`config.mk`:
```
export PLATFORM = sky130hd
export DESIGN_NAME = seq_div
export DESIGN_NICKNAME = d
export VERILOG_FILES = /design/src/rtl/seq_div.sv
export SDC_FILE = /design/constraint.sdc
export NUM_CORES = 1
export LEC_CHECK = 0
export ABC_AREA = 1
export CAP_MARGIN = 10
export CORE_ASPECT_RATIO = 0.7
export CORE_UTILIZATION = 57
export DETAILED_ROUTE_END_ITERATION = 12
export DONT_BUFFER_PORTS = 1
export PLACE_DENSITY = 0.75
export SLEW_MARGIN = 20
export SYNTH_ARGS = -nofsm -noshare
export SYNTH_HDL_FRONTEND = slang
export SYNTH_SLANG_ARGS = --single-unit
```
`constraint.sdc`:
```
create_clock -name clk -period 2.02 [get_ports clk]
set_input_delay 0.404 -clock clk [delete_from_list [all_inputs] [get_ports clk]]
set_output_delay 0.404 -clock clk [all_outputs]
set_load 0.02 [all_outputs]
```
`src/rtl/seq_div.sv`:
```
// Iterative restoring divider: 2*DW-bit dividend by DW-bit divisor, one quotient bit per cycle.
// Valid/ready handshakes on both the operand and result sides.
module seq_div #(
    parameter int unsigned DW = 18
) (
    input  logic              clk,
    input  logic              rst_n,
    input  logic              in_valid,
    output logic              in_ready,
    input  logic [2*DW-1:0]   dividend,
    input  logic [DW-1:0]     divisor,
    output logic              out_valid,
    input  logic              out_ready,
    output logic [2*DW-1:0]   quotient,
    output logic [DW-1:0]     remainder,
    output logic              div_by_zero,
    output logic              busy
);

    localparam int unsigned CW = $clog2(2*DW);

    typedef enum logic [1:0] {IDLE, CALC, DONE} state_t;

    state_t           state, state_nxt;
    logic [2*DW-1:0]  dvd_sh;
    logic [2*DW-1:0]  quo;
    logic [DW-1:0]    dsr;
    logic [DW:0]      prem;
    logic [DW:0]      trial;
    logic [DW:0]      prem_nxt;
    logic             q_bit;
    logic [CW-1:0]    cnt;

    // A zero divisor needs no special case: every trial passes, giving all-ones
    // quotient and the dividend's low bits left in the partial remainder.
    always_comb begin
        trial    = {prem[DW-1:0], dvd_sh[2*DW-1]};
        q_bit    = (trial >= {1'b0, dsr});
        prem_nxt = q_bit ? (trial - {1'b0, dsr}) : trial;
    end

    always_ff @(posedge clk) begin
        if (!rst_n) state <= IDLE;
        else        state <= state_nxt;
    end

    always_comb begin
        state_nxt = state;
        case (state)
            IDLE:    if (in_valid)    state_nxt = CALC;
            CALC:    if (cnt == '0)   state_nxt = DONE;
            DONE:    if (out_ready)   state_nxt = IDLE;
            default:                  state_nxt = IDLE;
        endcase
    end

    assign in_ready  = (state == IDLE);
    assign out_valid = (state == DONE);
    assign busy      = (state == CALC) || (state == DONE);

    always_ff @(posedge clk) begin
        if (!rst_n) begin
            dvd_sh      <= '0;
            quo         <= '0;
            dsr         <= '0;
            prem        <= '0;
            cnt         <= '0;
            quotient    <= '0;
            remainder   <= '0;
            div_by_zero <= 1'b0;
        end else begin
            case (state)
                IDLE: begin
                    if (in_valid) begin
                        dvd_sh <= dividend;
                        dsr    <= divisor;
                        prem   <= '0;
                        quo    <= '0;
                        cnt    <= CW'(2*DW-1);
                    end
                end
                CALC: begin
                    dvd_sh <= dvd_sh << 1;
                    prem   <= prem_nxt;
                    quo    <= {quo[2*DW-2:0], q_bit};
                    cnt    <= cnt - CW'(1);
                    if (cnt == '0) begin
                        quotient    <= {quo[2*DW-2:0], q_bit};
                        remainder   <= prem_nxt[DW-1:0];
                        div_by_zero <= (dsr == '0);
                    end
                end
                default: ;
            endcase
        end
    end

endmodule
```
==> impl_metrics.csv <==
group,metric,value,unit
route,drt_iter0_drc,455,
clock_network,cts_sinks,170,
global_routing,grt_pass1_vias,6290,
clock_network,cts_tree,"built",
global_routing,antenna_found_initial,0,
yosys,netlist_instances,1090,
floorplanning,die_y,99.6,microns
yosys,synth.area.top_cells,"dfxtp_1, nand2_1, nor2_1",
min_path,hold_class,"in -> reg",
cells_and_area,fin_area,0.00972,sq mm
placement,placed_cell_area,0.00834,sq mm
cells_and_area,mostFrequentLayoutCells,"nand2_1, dfxtp_1, nor2_1",
pwr,vdd_drop_max,1.39,mV
sta,hold_violations,0,
sta,period_share,105,%
clock_network,h-tree-depth,4,
sta,period_needed,2.13,ns
sta,slew_viol_final,0,
pwr,fin_total_pwr,0.0151,W
cells_and_area,final_common_cell,"nand2_1",
sta,worstMarginPinSlew,0.545,ns
global_routing,overflow,0,
global_routing,grt_use_total,27.0,%
clock_network,clockRootBuffer,"clkbuf_16",
yosys,syn_nets,1172,
cells_and_area,insertedDiodeCount,0,
sta,rsz0062_at_grt,"true",
outcome,violations,"setup timing",
placement,portBuffers,0,
floorplanning,die_x,141,microns
placement,dp_hpwl,12500,microns
yosys,avgSynthCellArea,7.11,sq um
pwr,leakage,4.11,nW
floorplanning,rows,35,
floorplanning,coreArea,0.0132,sq mm
sta,setup_slack,-0.108,ns
yosys,yosysTopAreaCell,"dfxtp_1",
outcome,status,"finished, violations left",
sta,relSlewSlack,63.6,%
global_routing,grt_pass1_wl,30500,microns
cells_and_area,nNetsFinal,1220,
cells_and_area,layout-drive-gt1-share,27.2,%
yosys,yosys_register_bits,170,
global_routing,grt_max_degree,73,
floorplanning,pin_count,116,
route,wl_per_cell,15.3,microns
sta,max_freq,470,MHz
yosys,synth_warnings,0,
sta,clock_skew,0.00995,ns
route,via_count,7252,
flow_run,cap_violations,0,
route,drt-pass1-iter-count,5,
yosys,ys_types,37,
yosys,synth-seq-area-share,43.9,%
yosys,synthesis.area,0.00775,sq mm
yosys,synth.top_cell.area_share,43.9,%
clock_network,clock_latency,0.42,ns
route,ant_nets,0,
floorplanning,die-area,0.0141,sq mm
setup_path,cp.arrival,2.45,ns
route,via_per_inst,5.43,
clock_network,clockBufferDepth,2,
floorplanning,start_util,58.6,%
setup_path,end_kind,"flop",
clock_network,cts_hold_buffers,0,
clock_network,cts-buffers-inserted,17,
route,wirelength,20400,microns
setup_path,startpoint_type,"flop",
setup_path,cp_max_fo,3,
setup_path,setup.worst_path.class,"reg -> reg",
cells_and_area,fillers,1006,
clock_network,path_clk_slew,0.07,ns
cells_and_area,area_delta_synth_final,25.4,%
route,route.detailed.drc,0,
pwr,p_per_area,1550,mW/mm^2
sta,finalSetupViolCount,35,
setup_path,cp.required,2.34,ns
placement,gp_congestion,0.997,
-- where the power goes --
part / internal (W) / total (W) / leakage (nW) / switching [W]
logic: 0.00256 / 0.00674 / 2.42 / 0.00419
clock network: 0.00178 / 0.00332 / 0.293 / 0.00154
registers: 0.00412 / 0.00502 / 1.40 / 0.000899
-- per-stage QoR --
| stage | setup TNS [ns] | utilization (%) | setup slack, ns | std cells | hold slack (ns) |
|---|---|---|---|---|---|
| after CTS | 0 | 69.3 | 0.00151 | 1322 | 0.105 |
| after detailed placement | -0.896 | 63.1 | -0.0945 | 1288 | 0.458 |
| final | -1.37 | 73.5 | -0.108 | 1336 | 0.122 |
| after floorplan | 0 | - | 0.0621 | 1090 | 0.440 |
| after global placement | -0.191 | 63.1 | -0.0629 | 1288 | 0.449 |
| after global routing | -5.10 | 73.5 | -0.236 | 1336 | 0.105 |
-- synth_stat cells (all sizes together) --
library cell  number
a21o               3
a21oi             87
a221oi             1
a31oi             35
buf               14
clkbuf            45
dfxtp            170
fa                 1
ha                23
inv               89
nand2            342
nand3             15
nand3b             8
nand4              5
nor2             133
nor3               6
nor4               3
o211ai             4
o21ai             94
o21bai             1
xnor2              1
xor2              10
-- state kept, by name, summed over array words and instances, names as in the netlist --
name / cells
quotient: 36
state: 2
prem: 18
dvd_sh: 36
dsr: 18
quo: 35
div_by_zero: 1
remainder: 18
cnt: 6
-- final timing paths --
check	to	depth (start not counted)	slack [ns]	from
min reg2reg	dvd_sh[30]	2	0.47	dvd_sh[29]
max	remainder[13]	14	-0.11	dsr[11]
min	quotient[15]	2	0.12	rst_n
max reg2reg	remainder[13]	14	-0.11	dsr[11]
-- final cells by class --
type | instances | area, sq um | share of cell area [%]
Multi-Input combinational cell | 772 | 4340 | 44.6
Sequential cell | 170 | 3440 | 35.4
Inverter | 89 | 347 | 3.57
Tap cell | 185 | 231 | 2.38
Clock inverter | 15 | 181 | 1.87
Timing Repair Buffer | 87 | 748 | 7.70
Clock buffer | 17 | 425 | 4.38
Timing Repair inverter | 1 | 8.76 | 0.0901
-- worst max-delay path, cell delays in order, from the launching register on --
cell	delay, ns
dfxtp_1	0.34
inv_1	0.09
ha_4	0.28
nand2_1	0.06
inv_2	0.07
buf_4	0.10
nand2_1	0.12
nor3_1	0.29
nand2_1	0.21
nand2_1	0.10
nand2_1	0.06
nand3_2	0.07
nand2_2	0.07
o21ai_2	0.12
inv_1	0.05
-- cell families after synthesis --
group                    share of synthesized area [%]
AND/OR/NAND/NOR                                   27.1
AO/OA/AOI/OAI                                     16.1
flip-flops                                        43.9
buffers and inverters                             7.67
adder cells (fa/ha/maj)                           3.97
XOR/XNOR                                          1.24
-- timing repair --
action,in CTS,in global routing
resized for setup,26,156
setup buffers,1,12
gates cloned,1,2
pin swaps,2,61
setup endpoints to repair,36,37
-- per-layer routing --
layer	routed length [microns]	GRT usage, %	vias up
met5	0	0	-
met4	377	6.44	0
met2	9050	40.9	250
met1	9580	38.0	3359
met3	1380	7.37	34
li1	-	-	3609
Power figures use the tool's default switching activity.
